<file path="config.mk">
export PLATFORM = sky130hd
export DESIGN_NAME = mem_stage_ctrl
export DESIGN_NICKNAME = d
export VERILOG_FILES = /design/src/rtl/mem_stage_ctrl_pkg.sv /design/src/rtl/mem_stage_ctrl_mem_wb.sv /design/src/rtl/mem_stage_ctrl.sv
export SDC_FILE = /design/constraint.sdc
export NUM_CORES = 1
export LEC_CHECK = 0
export CORE_AREA = 8 8 305 307
export DETAILED_ROUTE_END_ITERATION = 12
export DIE_AREA = 0 0 313 315
export REMOVE_ABC_BUFFERS = 1
export SYNTH_ARGS = -nofsm -noshare
export SYNTH_HDL_FRONTEND = slang
export SYNTH_SLANG_ARGS = --single-unit
</file>
<file path="constraint.sdc">
create_clock -name clk -period 3.71 [get_ports clk]
set_input_delay 0.742 -clock clk [delete_from_list [all_inputs] [get_ports clk]]
set_output_delay 0.742 -clock clk [all_outputs]
set_load 0.01 [all_outputs]
</file>
<file path="src/rtl/mem_stage_ctrl_pkg.sv">
// Shared constants and types for the MEM stage: default widths, the
// data-memory FSM states and the MEM/WB bundle.
package mem_stage_ctrl_pkg;

  localparam int XLEN    = 64;
  localparam int PC_STEP = 4;

  typedef enum logic [1:0] {
    IDLE = 2'd0,
    WAIT = 2'd1,
    ERR  = 2'd2
  } state_e;

  typedef struct packed {
    logic [XLEN-1:0] read_data;
    logic [XLEN-1:0] alu_result;
    logic [4:0]      rd;
    logic            reg_write;
    logic            memToReg;
  } mem_wb_t;

endpackage

</file>
<file path="src/rtl/mem_stage_ctrl_mem_wb.sv">
// MEM/WB pipeline register. A bubble kills the control bits but keeps the data,
// the same way the EX/MEM register treats a flush.
module mem_wb_register
  import mem_stage_ctrl_pkg::*;
(
  input  logic    clk,
  input  logic    rst_n,
  input  logic    bubble_i,
  input  logic    load_done_i,
  input  mem_wb_t d_i,
  output mem_wb_t q_o
);

  mem_wb_t wb_q;

  always_ff @(posedge clk or negedge rst_n) begin
    if (!rst_n) begin
      wb_q <= '0;
    end else begin
      if (bubble_i) begin
        wb_q.reg_write <= 1'b0;
        wb_q.memToReg  <= 1'b0;
      end else begin
        wb_q.alu_result <= d_i.alu_result;
        wb_q.rd         <= d_i.rd;
        wb_q.reg_write  <= d_i.reg_write;
        wb_q.memToReg   <= d_i.memToReg;
      end
      // Load data is only trustworthy in the cycle memory signals ready.
      if (load_done_i) begin
        wb_q.read_data <= d_i.read_data;
      end
    end
  end

  assign q_o = wb_q;

endmodule

</file>
<file path="src/rtl/mem_stage_ctrl.sv">
// MEM stage controller: data-memory handshake with timeout, branch resolution
// against the carried prediction, predictor update, counters and MEM/WB register.
module mem_stage_ctrl #(
  parameter int XLEN        = mem_stage_ctrl_pkg::XLEN,
  parameter int PC_STEP     = mem_stage_ctrl_pkg::PC_STEP,
  parameter int MEM_TIMEOUT = 16,
  parameter int CNT_W       = 32
) (
  input  logic             clk,
  input  logic             rst_n,
  input  logic [XLEN-1:0]  pc_value,
  input  logic [XLEN-1:0]  pc_plus_imm,
  input  logic [XLEN-1:0]  alu_result,
  input  logic [XLEN-1:0]  rd2,
  input  logic [4:0]       rd,
  input  logic             mem_read,
  input  logic             mem_write,
  input  logic             memToReg,
  input  logic             branch,
  input  logic             reg_write,
  input  logic             zero,
  input  logic             prediction,
  output logic             dmem_req,
  output logic             dmem_we,
  output logic [XLEN-1:0]  dmem_addr,
  output logic [XLEN-1:0]  dmem_wdata,
  input  logic             dmem_ready,
  input  logic [XLEN-1:0]  dmem_rdata,
  output logic             stall,
  output logic             flush,
  output logic [XLEN-1:0]  redirect_pc,
  output logic             bp_update,
  output logic             bp_taken,
  output logic [XLEN-1:0]  bp_pc,
  output logic             dmem_err,
  output logic [CNT_W-1:0] branch_cnt,
  output logic [CNT_W-1:0] mispredict_cnt,
  output logic [XLEN-1:0]  wb_read_data,
  output logic [XLEN-1:0]  wb_alu_result,
  output logic [4:0]       wb_rd,
  output logic             wb_reg_write,
  output logic             wb_memToReg
);

  import mem_stage_ctrl_pkg::*;

  localparam int             WCW         = $clog2(MEM_TIMEOUT + 1);
  localparam logic [WCW-1:0] TIMEOUT_CNT = WCW'(MEM_TIMEOUT);

  state_e           state_q, state_d;
  logic [WCW-1:0]   wait_cnt_q, wait_cnt_d;
  logic             access;
  logic             taken;
  logic             load_done;
  logic             bp_update_q, bp_taken_q;
  logic [XLEN-1:0]  bp_pc_q;
  logic [CNT_W-1:0] branch_cnt_q, branch_cnt_d;
  logic [CNT_W-1:0] mispredict_cnt_q, mispredict_cnt_d;
  mem_wb_t          wb_d, wb_q;

  // Gating with rst_n lets stall and the request drop the instant reset asserts.
  assign dmem_err   = (state_q == ERR);
  assign access     = (mem_read | mem_write) & ~dmem_err & rst_n;
  assign dmem_req   = access;
  assign dmem_we    = mem_write;
  assign dmem_addr  = alu_result;
  assign dmem_wdata = rd2;
  assign stall      = access & ~dmem_ready;
  assign load_done  = access & mem_read & ~mem_write & dmem_ready;

  assign taken       = branch & zero;
  assign flush       = branch & (taken ^ prediction) & rst_n;
  assign redirect_pc = taken ? pc_plus_imm : (pc_value + XLEN'(PC_STEP));

  always_comb begin
    state_d    = state_q;
    wait_cnt_d = wait_cnt_q;
    case (state_q)
      IDLE: begin
        if (access && !dmem_ready) begin
          state_d    = WAIT;
          wait_cnt_d = WCW'(1);
        end
      end
      WAIT: begin
        if (dmem_ready) begin
          state_d = IDLE;
        end else begin
          wait_cnt_d = wait_cnt_q + WCW'(1);
          if (wait_cnt_d == TIMEOUT_CNT) begin
            state_d = ERR;
          end
        end
      end
      ERR:     state_d = ERR;
      default: state_d = IDLE;
    endcase
  end

  always_comb begin
    branch_cnt_d     = branch_cnt_q;
    mispredict_cnt_d = mispredict_cnt_q;
    if (branch && !(&branch_cnt_q)) begin
      branch_cnt_d = branch_cnt_q + CNT_W'(1);
    end
    if (flush && !(&mispredict_cnt_q)) begin
      mispredict_cnt_d = mispredict_cnt_q + CNT_W'(1);
    end
  end

  always_ff @(posedge clk or negedge rst_n) begin
    if (!rst_n) begin
      state_q          <= IDLE;
      wait_cnt_q       <= '0;
      bp_update_q      <= 1'b0;
      bp_taken_q       <= 1'b0;
      bp_pc_q          <= '0;
      branch_cnt_q     <= '0;
      mispredict_cnt_q <= '0;
    end else begin
      state_q          <= state_d;
      wait_cnt_q       <= wait_cnt_d;
      bp_update_q      <= branch;
      branch_cnt_q     <= branch_cnt_d;
      mispredict_cnt_q <= mispredict_cnt_d;
      if (branch) begin
        bp_taken_q <= taken;
        bp_pc_q    <= pc_value;
      end
    end
  end

  assign bp_update      = bp_update_q;
  assign bp_taken       = bp_taken_q;
  assign bp_pc          = bp_pc_q;
  assign branch_cnt     = branch_cnt_q;
  assign mispredict_cnt = mispredict_cnt_q;

  assign wb_d = '{read_data:  dmem_rdata,
                  alu_result: alu_result,
                  rd:         rd,
                  reg_write:  reg_write,
                  memToReg:   memToReg};

  mem_wb_register u_mem_wb (
    .clk         (clk),
    .rst_n       (rst_n),
    .bubble_i    (stall),
    .load_done_i (load_done),
    .d_i         (wb_d),
    .q_o         (wb_q)
  );

  assign wb_read_data  = wb_q.read_data;
  assign wb_alu_result = wb_q.alu_result;
  assign wb_rd         = wb_q.rd;
  assign wb_reg_write  = wb_q.reg_write;
  assign wb_memToReg   = wb_q.memToReg;

endmodule

</file>
## Word-level counts from Yosys, hierarchy flattened

Index checks and enable logic that the tools add are counted.

| cells by class | value |
|---|---|
| muxes and demuxes | 9 |
| equal/unequal tests | 6 |
| add/subtract/negate cells | 4 |
| reductions and logical operators | 12 |
| bitwise operators | 14 |

Operators by type and width:

| cell | count |
|---|---|
| $add 32x1->32 const B | 2 |
| $add 64x3->64 const B | 1 |
| $mux 64 | 1 |
| $reduce_and 32->1 | 2 |
| $mux 5 | 2 |
| $pmux 5 s2 | 1 |
| $and 1x1->1 | 9 |
| $mux 2 | 4 |
| $pmux 2 s3 | 1 |
| $add 5x1->5 const B | 1 |
| $eq 5x5->1 const B | 1 |
| $ne 2x2->1 const B | 2 |
| $logic_and 1x1->1 | 3 |
| $logic_not 1->1 | 3 |
| $ne 3x3->1 const B | 1 |
| $not 1->1 | 3 |
| $reduce_and 3->1 | 1 |
| $eq 2x1->1 const B | 1 |
| $eq 2x2->1 const B | 1 |
| $logic_not 2->1 | 1 |
| $reduce_and 2->1 | 1 |
| $reduce_bool 2->1 | 1 |
| $or 1x1->1 | 1 |
| $xor 1x1->1 | 1 |

| word-level totals | value |
|---|---|
| register bits | 272 |
| output and inout port bits | 462 |
| word-level logic and storage cells | 57 |
| input bits | 335 |

## Logic depth before layout (Yosys ltp)

| depth | value |
|---|---|
| depth in word-level cells | 7 |
| depth in mapped cells | 7 |
| mapped depth without buffers | 6 |

## Modules after synthesis

A second synthesis with hierarchy kept.

| second synthesis, totals | value |
|---|---|
| cell total of the unflattened synthesis | 1262 |
| area total of the unflattened synthesis | 14570.2 µm² |

Modules (own cells, without submodules):

| module | cells an instance | seq. area each (µm²) | instances | area each (µm²) |
|---|---|---|---|---|
| mem_stage_ctrl | 977 | 3428.3 | 1 | 8923.6 |
| mem_wb_register | 285 | 3378.2 | 1 | 5646.7 |

## Worst setup path after synthesis

OpenSTA, ideal clock, no wires.

| timing | value |
|---|---|
| kind | input to output |
| start point | in pc_value[35] |
| end point | out redirect_pc[58] |
| stages on the path | 6 |
| arrival time | 2.651 ns |
| path buffers | 1 |
| data required time | 2.968 ns |
| setup slack | 0.317 ns |
| cells stage by stage | clkbuf_1 nand4_1 or4_1 or2_2 or4_1 a31oi_1 |

| on the way | value |
|---|---|
| longest elaborated chain between the ends | 2 |

Ends and longest elaborated chain:

| what | RTL line | text |
|---|---|---|
| start: declaration | mem_stage_ctrl.sv:11 | `input logic [XLEN-1:0] pc_value,` |
| $add 64x3->64 | mem_stage_ctrl.sv:73 | `assign redirect_pc = taken ? pc_plus_imm : (pc_value + XLEN'(PC_STEP));` |
| $mux 64 | mem_stage_ctrl.sv:73 |  |
| end: declaration | mem_stage_ctrl.sv:31 | `output logic [XLEN-1:0] redirect_pc,` |

Every way passes these cells.

## Worst setup path in the final report

| timing | value |
|---|---|
| start point | in pc_value[3] |
| end point | out redirect_pc[56] |

The elaborated chain is that of the path after synthesis.

==> qor.txt <==
status - finished clean
vias in the first global route - 14,100
f_max - 0.271 GHz
ys async rst share - 100%
reg2reg start - branch_cnt[0]
total CTS buffers - 36
Hold Path Class - input pin to async pin
final WL - 78,100 microns
fillcell total - 9,281
Period minus WS final - 3.68 ns
routed length per instance - 24.4 microns
clock root buffer - clkbuf_16
largest net degree at the start of global routing - 136
clock sink total - 272
VDD IR max - 359 uV
Yosys cell types - 48
Setup CP Type - input pin to primary output
worst endpoint required time - 2.97 ns
CP Launch Type - input pin
Main synth FF type - dfrtp_1
initial detailed-routing violation count - 600
FF-to-FF path depth - 7
Mapped Area - 14,000 sq um
Clock Power Share - 37.2%
final cycle utilization of the critical path - 99.3%
Worst-Margin Slew - 1.12 ns
P_sw - 2910 uW
H-tree depth - 2
GRT Overall Usage - 15.0%
Avg Inst Size Synth - 11.0 sq um
gate count after technology mapping - 1,279
CP Capture Type - primary output
PwrDens - 409 nW/um^2
internal power - 6980 uW
Crit Path Max Fanout - 3
met1 usage - 16.6%
worst-case clock skew - 0.0199 ns
Vias - 13,200
Comb pwr share - 26.2%
YS warnings - 0
sequential-to-total area share from yosys stat - 48.6%
Slew Viols, Final - 0
dpl ws - -0.915 ns
highest-count cells in the layout ignoring fill and taps - clkdlybuf4s50_1, dfrtp_1, mux2_2
initial core utilization - 15.9%
Rows - 109
CTS max path bufs - 3
layout cell share with drive strength beyond 1 - 27.8%
max-capacitance violation count - 0
initial antenna violation count - 9
final setup violation count - 0
GR peak layer - met2
first-pass GRT wire length - 108,000 microns
Residual DRC - 0
die height - 315 microns
grt met3 use - 6.78%
die area - 98,600 sq um
clk slew on worst S/H paths - 0.06 ns
Vias/cell - 4.14
max_slew headroom - 24.0%
Arr. time, crit path - 2.94 ns
num ports - 797
port bufs - 668
GP Congestion - 0.912
CTS tree - done
Final Hold Vio Count - 0
WHS - 0.317 ns
Yosys top cell area share - 48.6%
leakage power - 0.00980 uW
internal reg-to-reg setup slack - 1.02 ns
RSZ-0062 raised after global routing - yes
worst r2r dst - branch_cnt[12]
fin util - 27.5%
post-route ant nets - 0
gr ovfl total - 0
met2 usage - 25.7%
Final HPWL DP - 64,300 microns
worst skew pair latency - 0.56 ns
worst setup margin - 0.0267 ns
TritonRoute pass-1 iters - 6
Net Sw Frac - 29.4%
Area growth syn-to-layout - 72.5%
post-synthesis register bit count - 272
Nets - 2,342
commonest non-fill, non-tap cell in the layout - clkdlybuf4s50_1
sequential share of power - 36.6%
total core area - 88,000 sq um
most area-hungry cell type in the Yosys netlist - dfrtp_1
top cells by area, synth - dfrtp_1, mux2_2, buf_4, xnor2_1, nand2_1
Die W - 313 microns
EDFF count, synth - 0
## worst max-delay path, stage by stage
cell and delay (ns):
clkdlybuf4s15_2 0.20, buf_6 0.11, ha_4 0.13, buf_4 0.12
nand3_4 0.10, buf_12 0.15, nor4_4 0.17, buf_4 0.18
buf_6 0.10, nand3_4 0.08, or4_4 0.43, a31oi_4 0.18
buf_6 0.14, buf_6 0.10
## cell usage after synthesis, types with 2 or more instances
library cell  count
and3_1           15
a31oi_1          16
or4_1            12
mux2_2          200
nand4_1          64
nor4b_1           2
nor3_1           30
o21ai_0          50
and4_1           19
nor2_1           43
nand2_1         111
o41ai_1           2
a21oi_1           2
ha_1              4
or2_2             2
nand2b_1          2
clkbuf_1         47
nand3b_1          4
xor2_1           46
and2_1           11
o211ai_1          3
inv_1            10
nor2b_1           6
or3_1             5
o31ai_1           6
dfrtp_1         272
nor4_2            3
nor4_1           17
mux2i_1           6
xnor2_1          55
a41oi_1           2
nand3_1          65
buf_1             4
buf_4           129
## power groups by stage
stage          Combinational [uW]  Sequential, uW  Clock [uW]
6_report                     2590            3620        3680
5_1_grt                      2760            3670        3940
4_1_cts                      2660            3620        3830
3_5_place_dp                 2640            3670           0
3_3_place_gp                 2640            3660           0
2_1_floorplan                 584            3800           0
## layout make-up
| cell class | count | area (sq um) | area share [%] |
|---|---|---|---|
| Tap cell | 1165 | 1460 | 6.03 |
| Antenna cell | 5 | 12.5 | 0.0518 |
| Sequential cell | 272 | 6810 | 28.2 |
| Clock inverter | 11 | 195 | 0.807 |
| Clock buffer | 55 | 1050 | 4.35 |
| Timing Repair Buffer | 867 | 8200 | 33.9 |
| Inverter | 10 | 37.5 | 0.155 |
| Multi-Input combinational cell | 816 | 6410 | 26.5 |
## cell families after synthesis
logic type               synth area share (%)
AND/OR/NAND/NOR                          15.8
flip-flops                               48.6
multiplexers                             16.5
buffers and inverters                    8.58
XOR/XNOR                                 6.31
AO/OA/AOI/OAI                            3.85
adder cells (fa/ha/maj)                 0.357
## state kept, by name (all words and copies together) (netlist names)
name / cells
bp_pc: 64
bp_taken: 1
bp_update: 1
branch_cnt: 32
mispredict_cnt: 32
state_q: 2
u_mem_wb.q_o: 135
wait_cnt_q: 5
## through the flow
stage | instance area [sq um] | TNS (ns) | power, uW | cells
finish | 24200 | 0 | 9890 | 3201
global route | 24200 | -0.0199 | 10400 | 3196
CTS | 24100 | 0 | 10100 | 3193
detailed placement | 22400 | -27.44 | 6320 | 3106
global placement | 22400 | -27.17 | 6300 | 3106
floorplan | 12800 | -240.66 | 4380 | 1098
## routing by layer
metal  wire length, microns  part of all wire (%)
met5                    294                  0.38
met4                   2300                   2.9
met3                   8390                    11
met2                  37700                    48
met1                  29400                    38
## what timing repair did
action	in CTS	in global routing
pin swaps	28	12
hold endpoints to repair	0	0
setup buffers	21	3
hold buffers	0	0
gates resized for setup	200	89
endpoints found under the setup margin	56	25
## worst max path at each step
stage	from	to	slack, ns	depth (start not counted)
final	pc_value[3]	redirect_pc[56]	0.03	14
after global routing	pc_value[28]	redirect_pc[62]	-0.01	11
after CTS	pc_value[2]	redirect_pc[38]	0.0007	12
after detailed placement	pc_value[16]	redirect_pc[39]	-0.92	7
after global placement	pc_value[16]	redirect_pc[39]	-0.87	7
after floorplan	dmem_ready	u_mem_wb.q_o[10]	-2.92	2
No activity file was read; power rests on OpenSTA's default activity.
